File: src/rtl/oldland_regfile_pkg.sv
// oldland_regfile_pkg: shared state encoding and default geometry for the register file.
package oldland_regfile_pkg;
    typedef enum logic {CLEAR, RUN} state_t;
    localparam int DEF_DATA_WIDTH = 32;
    localparam int DEF_ADDR_BITS = 4;
endpackage

File: src/rtl/oldland_regfile_ram.sv
// oldland_regfile_ram: 1-write/2-read synchronous RAM, registered read-before-write outputs, no reset.
module oldland_regfile_ram
    import oldland_regfile_pkg::*;
#(
    parameter int DATA_WIDTH = DEF_DATA_WIDTH,
    parameter int ADDR_BITS = DEF_ADDR_BITS
) (
    input  logic                  clk,
    input  logic                  we,
    input  logic [ADDR_BITS-1:0]  waddr,
    input  logic [DATA_WIDTH-1:0] wdata,
    input  logic [ADDR_BITS-1:0]  raddr_a,
    input  logic [ADDR_BITS-1:0]  raddr_b,
    output logic [DATA_WIDTH-1:0] qa,
    output logic [DATA_WIDTH-1:0] qb
);
    logic [DATA_WIDTH-1:0] mem [2**ADDR_BITS];
    always_ff @(posedge clk) begin
        if (we) mem[waddr] <= wdata;
        qa <= mem[raddr_a];
        qb <= mem[raddr_b];
    end
endmodule

File: src/rtl/oldland_regfile_mp.sv
// oldland_regfile_mp: 2R/1W register file with sequential clear, optional bypass and a debug port.
module oldland_regfile_mp
    import oldland_regfile_pkg::*;
#(
    parameter int DATA_WIDTH = DEF_DATA_WIDTH,
    parameter int ADDR_BITS = DEF_ADDR_BITS,
    parameter int BYPASS = 1
) (
    input  logic                  clk,
    input  logic                  rst,
    input  logic [ADDR_BITS-1:0]  ra_sel,
    input  logic [ADDR_BITS-1:0]  rb_sel,
    input  logic [ADDR_BITS-1:0]  rd_sel,
    input  logic                  wr_en,
    input  logic [DATA_WIDTH-1:0] wr_val,
    output logic [DATA_WIDTH-1:0] ra,
    output logic [DATA_WIDTH-1:0] rb,
    output logic                  busy,
    input  logic                  dbg_en,
    input  logic                  dbg_req,
    input  logic                  dbg_wr,
    input  logic [ADDR_BITS-1:0]  dbg_reg_sel,
    input  logic [DATA_WIDTH-1:0] dbg_reg_wr_val,
    output logic [DATA_WIDTH-1:0] dbg_reg_val,
    output logic                  dbg_ack
);
    state_t state;
    logic [ADDR_BITS-1:0] clr_idx, a_sel, w_sel, ram_waddr;
    logic [DATA_WIDTH-1:0] w_val, wv_q, ram_wdata, qa, qb, a_data, hold;
    logic run, clr, we, ram_we, rd_ok, byp_a, byp_b, dbg_wr_q;

    always_comb begin
        run = state == RUN && !rst;
        clr = state == CLEAR && !rst;
        a_sel = dbg_en ? dbg_reg_sel : ra_sel;
        w_sel = dbg_en ? dbg_reg_sel : rd_sel;
        w_val = dbg_en ? dbg_reg_wr_val : wr_val;
        we = run && (dbg_en ? dbg_req && dbg_wr : wr_en);
        ram_we = clr || we;
        ram_waddr = clr ? clr_idx : w_sel;
        ram_wdata = clr ? '0 : w_val;
        a_data = byp_a ? wv_q : qa;
        ra = rd_ok ? a_data : '0;
        rb = rd_ok ? (byp_b ? wv_q : qb) : '0;
        // debug writes always echo the written value, independent of BYPASS
        dbg_reg_val = dbg_ack ? (dbg_wr_q ? wv_q : a_data) : hold;
        busy = state == CLEAR;
    end

    oldland_regfile_ram #(.DATA_WIDTH(DATA_WIDTH), .ADDR_BITS(ADDR_BITS)) u_ram (
        .clk(clk),
        .we(ram_we),
        .waddr(ram_waddr),
        .wdata(ram_wdata),
        .raddr_a(a_sel),
        .raddr_b(rb_sel),
        .qa(qa),
        .qb(qb)
    );

    always_ff @(posedge clk) begin
        if (rst) begin
            state <= CLEAR;
            clr_idx <= '0;
            rd_ok <= 1'b0;
            dbg_ack <= 1'b0;
            dbg_wr_q <= 1'b0;
            byp_a <= 1'b0;
            byp_b <= 1'b0;
            hold <= '0;
        end else begin
            if (state == CLEAR) begin
                clr_idx <= clr_idx + 1'b1;
                if (&clr_idx) state <= RUN;
            end
            rd_ok <= state == RUN;
            dbg_ack <= state == RUN && dbg_en && dbg_req;
            dbg_wr_q <= dbg_wr;
            byp_a <= BYPASS != 0 && we && w_sel == a_sel;
            byp_b <= BYPASS != 0 && we && w_sel == rb_sel;
            hold <= dbg_reg_val;
        end
    end

    always_ff @(posedge clk) wv_q <= w_val;
endmodule

File: config.mk
export PLATFORM = sky130hd
export DESIGN_NAME = oldland_regfile_mp
export DESIGN_NICKNAME = d
export VERILOG_FILES = /design/src/rtl/oldland_regfile_pkg.sv /design/src/rtl/oldland_regfile_ram.sv /design/src/rtl/oldland_regfile_mp.sv
export SDC_FILE = /design/constraint.sdc
export NUM_CORES = 1
export LEC_CHECK = 0
export ABC_AREA = 1
export CAP_MARGIN = 20
export CORE_MARGIN = 1
export CORE_UTILIZATION = 40
export CTS_CLUSTER_SIZE = 25
export DETAILED_ROUTE_END_ITERATION = 10
export PLACE_DENSITY_LB_ADDON = 0.3
export SLEW_MARGIN = 30
export SYNTH_ARGS = -nofsm -noshare
export SYNTH_HDL_FRONTEND = slang
export SYNTH_SLANG_ARGS = --single-unit
export TNS_END_PERCENT = 20
File: constraint.sdc
create_clock -name clk -period 3.8 [get_ports clk]
set_input_delay 0.57 -clock clk [delete_from_list [all_inputs] [get_ports clk]]
set_output_delay 0.57 -clock clk [all_outputs]
set_load 0.01 [all_outputs]
---- Word-level counts from Yosys, hierarchy flattened ----
Memories as Yosys holds them, arrays and structs flattened. A register that Yosys moved wholly into a read port is not among the register bits.
Cells that the tools add are included.
word-level totals
  flip-flop bits (word level) ............. 74
  memory bits (writable) .................. 512
  input port bits ......................... 86
  output and inout bits ................... 98
  memories kept ........................... 1
operators by class
  add/subtract/negate cells ............... 1
  equal/unequal tests ..................... 2
  muxes and demuxes ....................... 16
  bitwise logic cells ..................... 1
  reductions and logical operators ........ 11
memory list
  memory     depth  bits a word  read ports  clocked after memory_dff  write ports  RTL line                   source
  u_ram.mem  16     32           2           2                         1            oldland_regfile_ram.sv:17  logic [DATA_WIDTH-1:0] mem [2**ADDR_BITS];
operators by type and width
  kind                   count
  $mux W32               8
  $mux W4                3
  $eq A4 B4 Y1           2
  $logic_and A1 B1 Y1    8
  $mux W1                5
  $add A4 B1 Y4 const B  1
  $reduce_and A4 Y1      1
  $logic_not A1 Y1       1
  $logic_or A1 B1 Y1     1
  $not A1 Y1             1

---- Depth between registers and ports, before layout ----
Gate-level depths: netlist (run 1).
  depth after elaboration ................. 6
  depth in mapped cells ................... 11
  mapped depth without buffers ............ 9

---- By module ----
Synthesis (run 1) repeated with hierarchy kept, for this count alone.
unflattened totals
  cells, all modules ...................... 4082
  area, all modules ....................... 33300.7 um^2
modules (own cells, without submodules)
  module               times used  cells an instance  area each (um^2)
  oldland_regfile_ram  1           3317               28671.2
  oldland_regfile_mp   1           765                4629.4

---- Worst setup path after synthesis (run 1) ----
Ideal clock, no wire load.
  path kind ............................... input to register
  start point ............................. input port dbg_en
  end point ............................... memory u_ram.mem[10][0] in the netlist's numbering (enable)
  library setup time ...................... 0.421 ns
  arrival ................................. 2.675 ns
  required time ........................... 3.379 ns
  path slack .............................. 0.703 ns
  stages .................................. 8
  cells stage by stage .................... inv_2 -> buf_6 -> nand2_1 -> nand2_1 -> nand2_1 -> o21ai_1 -> nand3_1 -> nor2_1
on the way
  longest elaborated chain between the ends .. 5
  elaborated cells on any way between the ends .. 7
  those cells by class .................... 5 x mux; 2 x reduce/logical
ends and longest elaborated chain
  what                           RTL line                   source
  start: declaration             oldland_regfile_mp.sv:19   input logic dbg_en,
  $mux W1                        oldland_regfile_mp.sv:38   we = run && (dbg_en ? dbg_req && dbg_wr : wr_en);
  $logic_and A1 B1 Y1            oldland_regfile_mp.sv:38
  $logic_or A1 B1 Y1             oldland_regfile_mp.sv:39   ram_we = clr || we;
  $mux W1                        oldland_regfile_ram.sv:19  if (we) mem[waddr] <= wdata;
  $mux W1 (not written as such)  oldland_regfile_ram.sv:19
  end: declaration               oldland_regfile_ram.sv:17
Several ways; a longest one is shown, not always the timed one.

---- Worst setup path after layout (run 1) ----
  start point ............................. register dbg_wr_q
  end point ............................... output port dbg_reg_val[7]
on the way
  longest elaborated chain between the ends .. 2
ends and longest elaborated chain
  what                      RTL line                  source
  start: declaration        oldland_regfile_mp.sv:30  logic run, clr, we, ram_we, rd_ok, byp_a, byp_b, dbg_wr_q;
  start signal: assignment  oldland_regfile_mp.sv:78  dbg_wr_q <= dbg_wr;
  $mux W32 (2 in a row)     oldland_regfile_mp.sv:46  dbg_reg_val = dbg_ack ? (dbg_wr_q ? wv_q : a_data) : hold;
  end: declaration          oldland_regfile_mp.sv:24  output logic [DATA_WIDTH-1:0] dbg_reg_val,
No other way between the ends.

==> results of run 1 <==
[area by class of cell]
class                   count  area (sq um)  area share (%)
clock inverters            35           209           0.556
inverters                 462          1740            4.63
repair buffers            294          2950            7.84
flip-flops and latches    650         18100            48.3
multi-input cells        2344         11300            30.1
well taps                1050          1310            3.49
clock buffers              90          1920            5.12
[sequential cells by signal, indices dropped and copies added, names as in the netlist]
name,flops
byp_b,1
clr_idx,4
u_ram.qb,32
byp_a,1
u_ram.qa,32
state,1
wv_q,32
hold,32
u_ram.mem,512
rd_ok,1
dbg_ack,1
dbg_wr_q,1
[critical path: stages, from the launching register on]
cell	delay [ps]
dfxtp_1	290
buf_4	200
inv_1	640
buf_12	250
nand2_1	60
a21oi_1	200
clkdlybuf4s50_1	590
[worst paths after layout]
check,slack [ps],cells after the start,endpoint
setup / recovery,360,6,dbg_reg_val[7]
setup reg to reg,1330,6,u_ram.mem[14][14]
hold reg to reg,470,2,hold[14]
hold / removal,470,2,hold[14]
[logic make-up (layout without fill, tap and decap cells)]
group,after synthesis,count (layout)
simple gates,1685,1685
xor+xnor,4,4
compound gates,654,654
fa+ha+maj,1,1
flops,650,650
buf+inv,747,881
[synthesized netlist by cell type (all sizes together)]
| cell type | instances | area share, % |
|---|---|---|
| nand3 | 778 | 12 |
| buf | 166 | 2.9 |
| nor4 | 1 | 0.019 |
| clkbuf | 119 | 1.4 |
| o41ai | 1 | 0.027 |
| o22ai | 2 | 0.039 |
| o211ai | 66 | 1.5 |
| o2111ai | 1 | 0.027 |
| dfxtp | 138 | 8.5 |
| nand3b | 64 | 1.5 |
| nor2 | 102 | 1.2 |
| edfxtp | 512 | 48 |
| nand2 | 721 | 8.4 |
| a21oi | 306 | 4.7 |
| and2 | 15 | 0.29 |
| xor2 | 4 | 0.11 |
| ha | 1 | 0.039 |
| o21ai | 278 | 4.3 |
| nor3 | 4 | 0.062 |
| inv | 462 | 5.4 |
[power groups by stage]
| stage | Combinational (mW) | Clock, mW | Sequential, mW |
|---|---|---|---|
| finish | 2.03 | 6.52 | 8.05 |
| global route | 2.19 | 6.86 | 8.07 |
| CTS | 1.99 | 6.59 | 8.05 |
| detailed placement | 1.98 | 0 | 8.20 |
| global placement | 1.96 | 0 | 8.20 |
| floorplan | 1.23 | 0 | 8.14 |
[layer usage]
| metal | part of all wire [%] | GRT usage [%] | up-vias |
|---|---|---|---|
| li1 | - | - | 12900 |
| met1 | 42 | 34.8 | 12900 |
| met2 | 44 | 38.8 | 1542 |
| met3 | 11 | 5.41 | 187 |
| met4 | 2.6 | 8.70 | 4 |
| met5 | 0.024 | 0 | - |
[stage by stage]
stage	setup WS, ps	instance area (sq um)
after global placement	636	35400
after global routing	227	37600
after CTS	296	37600
after floorplan	703	32400
after detailed placement	638	35500
final	360	37600
==> impl_metrics.env, run 1 <==
export IMPL_grt_overflow=0
export IMPL_synth_top_family_by_area="simple AND/OR/NAND/NOR gates"
export IMPL_rows=103
export IMPL_drtAntennaViolNets=0
export IMPL_cts_root_buf="clkbuf_16"
export IMPL_drv_cap=0
export IMPL_n_antenna_cell=0
export IMPL_cts_hold_buf=0
export IMPL_cts_sinks=650
export IMPL_insertion_delay_ps=620
export IMPL_yosys_area_share_simple_pct=23.5
export IMPL_synth_compound_area_share_pct=10.7
export IMPL_drive_gt1_share_pct=6.63
export IMPL_ios=184
export IMPL_grt_use_total_pct=25.1
export IMPL_power_switching_mw=4.43
export IMPL_synth_area_mux_share_pct=0
export IMPL_peakVddDrop_mv=0.294
export IMPL_required_ps=3230
export IMPL_outcome="complete, no violations"
export IMPL_syn_avg_cell_area_sq_um=8.65
export IMPL_die_h_um=286
export IMPL_finalNetCount=3909
export IMPL_ys_ff_latch=650
export IMPL_p_leak_nw=15.4
export IMPL_combPwrFrac_pct=12.2
export IMPL_areaGrowthSynthToFinish_pct=16.2
export IMPL_cts_tree="done"
export IMPL_cts_buffers=70
export IMPL_grt_max_degree=171
export IMPL_cts_resized=0
export IMPL_route_detailed_drc=0
export IMPL_synth_seq_area_share_pct=56.1
export IMPL_hold_class="flop to flop"
export IMPL_powerDensity_nw_per_um2=442
export IMPL_setup_worst_path_end_class="output port"
export IMPL_fin_util_pct=47.3
export IMPL_seqPwrFrac_pct=48.5
export IMPL_place_hpwl_um=62800
export IMPL_cts_max_level=3
export IMPL_antenna_found_initial=5
export IMPL_rsz0062_at_grt="no"
export IMPL_first_global_vias=25600
export IMPL_hold_violations=0
export IMPL_critPathArrivalTime_ps=2870
export IMPL_num_vias=27500
export IMPL_fillCellCount=7395
export IMPL_layout_commonest_cell="nand3_1"
export IMPL_synthCells=3741
export IMPL_critPathKind="flop to output port"
export IMPL_final_cell_mix="778 x nand3_1, 715 x nand2_1, 512 x edfxtp_1, 453 x inv_1, 300 x a21oi_1"
export IMPL_finalSetupViolCount=0
export IMPL_synth_fa_ha_area_share_pct=0.0387
export IMPL_die_area_sq_um=82000
export IMPL_first_pass_iters=6
export IMPL_clock_fmax_ghz=0.291
export IMPL_start_util_pct=40.7
export IMPL_period_share_pct=90.5
export IMPL_cts_clk_slew_worst_paths_ps=60
export IMPL_critical_path_max_fanout=26
export IMPL_wl_um=105000
export IMPL_grt_pass1_wl_um=157000
export IMPL_p_int_mw=12.2
export IMPL_setup_tns_ps=0
export IMPL_period_minus_slack_ps=3440
export IMPL_drt_initial_drc_count=3707
export IMPL_core_area_sq_um=79500
export IMPL_synth_xor_area_share_pct=0.108
export IMPL_yosysWarnings=0
export IMPL_die_w_um=286
export IMPL_power_total_mw=16.6
export IMPL_fin_worst_skew_ps=15.7
export IMPL_hold_start="hold[14]"
export IMPL_cp_start_kind="flop"
export IMPL_port_buffers=183
export IMPL_viasPerCell=5.57
export IMPL_power_frac_clock_pct=39.3
export IMPL_syn_nets=3828
export IMPL_slew_limit_headroom_pct=29.3
export IMPL_swShare_pct=26.7
export IMPL_cts_setup_buffers=0
export IMPL_wire_per_inst_um=21.3
export IMPL_whs_ps=472
export IMPL_crit_path_start="dbg_wr_q"
export IMPL_timing_rr_start="state"
export IMPL_cts_max_path_buffers=3
export IMPL_synth_cell_types=28
export IMPL_place_congestion=0.857
export IMPL_report_final_slew_viol_count=0
export IMPL_syn_area_sq_um=32400
export IMPL_worstMarginPinSlew_ps=1060
export IMPL_layout_cells_non_filler=4925
export IMPL_dp_cells=4800
Power figures use the tool's default switching activity.
==> run 2: changes to the inputs <==
--- a/config.mk
+++ b/config.mk
@@ -9,8 +9,10 @@
 export CAP_MARGIN = 20
 export CORE_MARGIN = 1
 export CORE_UTILIZATION = 40
+export CTS_BUF_LIST = sky130_fd_sc_hd__clkbuf_4 sky130_fd_sc_hd__clkbuf_8 sky130_fd_sc_hd__clkbuf_16
 export CTS_CLUSTER_SIZE = 25
 export DETAILED_ROUTE_END_ITERATION = 10
+export DONT_BUFFER_PORTS = 1
 export PLACE_DENSITY_LB_ADDON = 0.3
 export SLEW_MARGIN = 30
 export SYNTH_ARGS = -nofsm -noshare
==> impl_metrics.env, run 2 (synthesized netlist as in run 1, its figures left out) <==
export IMPL_p_int_mw=12.5
export IMPL_die_w_um=286
export IMPL_period_share_pct=83.0
export IMPL_crit_path_top_delay_cell="inv_1"
export IMPL_cts_max_level=3
export IMPL_rsz0062_at_grt="no"
export IMPL_powerDensity_nw_per_um2=468
export IMPL_crit_cells=5
export IMPL_crit_chain="buf_4, inv_1, buf_4, a21oi_1, a21oi_1"
export IMPL_die_h_um=286
export IMPL_finalNetCount=3717
export IMPL_cp_buffers_inverters=3
export IMPL_slew_limit_headroom_pct=40.0
export IMPL_dr_max_layer_used="met4"
export IMPL_r2r_cells=7
export IMPL_critPathKind="flop to output port"
export IMPL_clock_fmax_ghz=0.317
export IMPL_drt_initial_drc_count=3686
export IMPL_cts_clk_slew_worst_paths_ps=60
export IMPL_crit_family="buffers and inverters"
export IMPL_layout_cells_non_filler=4739
export IMPL_p_leak_nw=14.7
export IMPL_required_ps=3230
export IMPL_power_frac_clock_pct=41.2
export IMPL_worstMarginPinSlew_ps=897
export IMPL_place_hpwl_um=59600
export IMPL_core_area_sq_um=79500
export IMPL_ios=184
export IMPL_fin_worst_skew_ps=27.5
export IMPL_timing_rr_start="state"
export IMPL_finalSetupViolCount=0
export IMPL_power_total_mw=16.7
export IMPL_ff2ff_setup_slack_ps=1280
export IMPL_power_switching_mw=4.24
export IMPL_outcome="complete, no violations"
export IMPL_place_congestion=0.872
export IMPL_wl_met2_um=46400
export IMPL_cts_sinks=650
export IMPL_first_pass_iters=5
export IMPL_crit_path_start="dbg_ack"
export IMPL_postPlaceCellArea_sq_um=33400
export IMPL_cts_buffers=69
export IMPL_layout_commonest_cell="nand3_1"
export IMPL_slowest_delay_ps=500
export IMPL_fillCellCount=7589
export IMPL_seqPwrFrac_pct=48.3
export IMPL_combPwrFrac_pct=10.4
export IMPL_cts_hold_buf=2
export IMPL_hold_violations=0
export IMPL_insertion_delay_ps=620
export IMPL_grt_pass1_wl_um=155000
export IMPL_report_final_slew_viol_count=0
export IMPL_peakVddDrop_mv=0.286
export IMPL_critical_path_max_fanout=34
export IMPL_grt_use_total_pct=25.0
export IMPL_cts_root_buf="clkbuf_16"
export IMPL_final_cell_mix="778 x nand3_1, 715 x nand2_1, 512 x edfxtp_1, 453 x inv_1, 305 x a21oi_1"
export IMPL_areaGrowthSynthToFinish_pct=10.5
export IMPL_route_detailed_drc=0
export IMPL_whs_ps=29.7
export IMPL_port_buffers=0
export IMPL_cp_start_kind="flop"
export IMPL_setup_tns_ps=0
export IMPL_drive_gt1_share_pct=7.11
export IMPL_rows=103
export IMPL_cts_max_path_buffers=3
export IMPL_drtAntennaViolNets=0
export IMPL_wire_per_inst_um=22.1
export IMPL_grt_max_degree=356
export IMPL_cts_tree="done"
export IMPL_swShare_pct=25.3
export IMPL_start_util_pct=40.7
export IMPL_antenna_found_initial=5
export IMPL_cts_resized=0
export IMPL_dp_cells=4606
export IMPL_largest_reg_flops=512
export IMPL_wl_um=105000
export IMPL_regMostFlops="u_ram.mem"
export IMPL_wl_met1_um=43400
export IMPL_endpoint="dbg_reg_val[15]"
export IMPL_r2r_end="u_ram.mem[14][15]"
export IMPL_setup_worst_path_end_class="output port"
export IMPL_final_cell_area_sq_um=35700
export IMPL_num_vias=26900
export IMPL_critPathArrivalTime_ps=2590
export IMPL_routed_wl_met3_um=11900
export IMPL_viasPerCell=5.68
export IMPL_period_minus_slack_ps=3160
export IMPL_die_area_sq_um=82000
export IMPL_cts_setup_buffers=0
export IMPL_hold_class="input port to flop"
export IMPL_grt_overflow=0
export IMPL_first_global_vias=24500
export IMPL_drv_cap=0
## run 2: cell count changes in the layout (fill, tap and decap cells not counted), sizes merged, moves of 2 or more
cell / delta
diode: +2
bufinv: +4
buf: -15
inv: -2
clkdlybuf4s50: -178
dlygate4sd3: +2
clkbuf: +6
clkinv: -4
## run 2: power by group through the flow
stage          logic [mW]  clock network [mW]  registers, mW
3_3_place_gp         1.70                   0           8.22
6_report             1.75                6.90           8.08
3_5_place_dp         1.71                   0           8.22
5_1_grt              1.91                7.27           8.09
2_1_floorplan        1.23                   0           8.14
4_1_cts              1.72                6.99           8.07
## run 2: area by class of cell
| type | instances | area [sq um] | share of cell area [%] |
|---|---|---|---|
| Antenna cell | 2 | 5.00 | 0.0140 |
| Clock buffer | 96 | 2010 | 5.63 |
| Clock inverter | 32 | 304 | 0.851 |
| Inverter | 462 | 1740 | 4.87 |
| Multi-Input combinational cell | 2344 | 11300 | 31.6 |
| Sequential cell | 650 | 18100 | 50.7 |
| Tap cell | 1050 | 1310 | 3.68 |
| Timing Repair Buffer | 103 | 932 | 2.61 |
## run 2: how the worst min path moves through the flow
stage | startpoint | end | slack, ps | cells after the start
floorplan | state | clr_idx[0] | 450 | 1
global placement | hold[19] | hold[19] | 450 | 2
detailed placement | hold[1] | hold[1] | 460 | 2
CTS | rst | clr_idx[3] | 2 | 1
global route | rst | clr_idx[3] | 20 | 1
finish | rst | clr_idx[3] | 30 | 1
## run 2: metal layers
| metal | vias to the layer above | global-route usage (%) |
|---|---|---|
| met5 | - | 0 |
| met4 | 0 | 9.43 |
| met3 | 183 | 4.81 |
| met2 | 1518 | 38.3 |
| met1 | 12700 | 34.9 |
| li1 | 12500 | - |
## run 2: per-stage QoR
| stage | utilization (%) | setup WS [ps] |
|---|---|---|
| after global placement | 42.0 | 932 |
| after floorplan | - | 703 |
| after CTS | 44.9 | 656 |
| final | 45.0 | 645 |
| after global routing | 44.9 | 547 |
| after detailed placement | 42.0 | 929 |
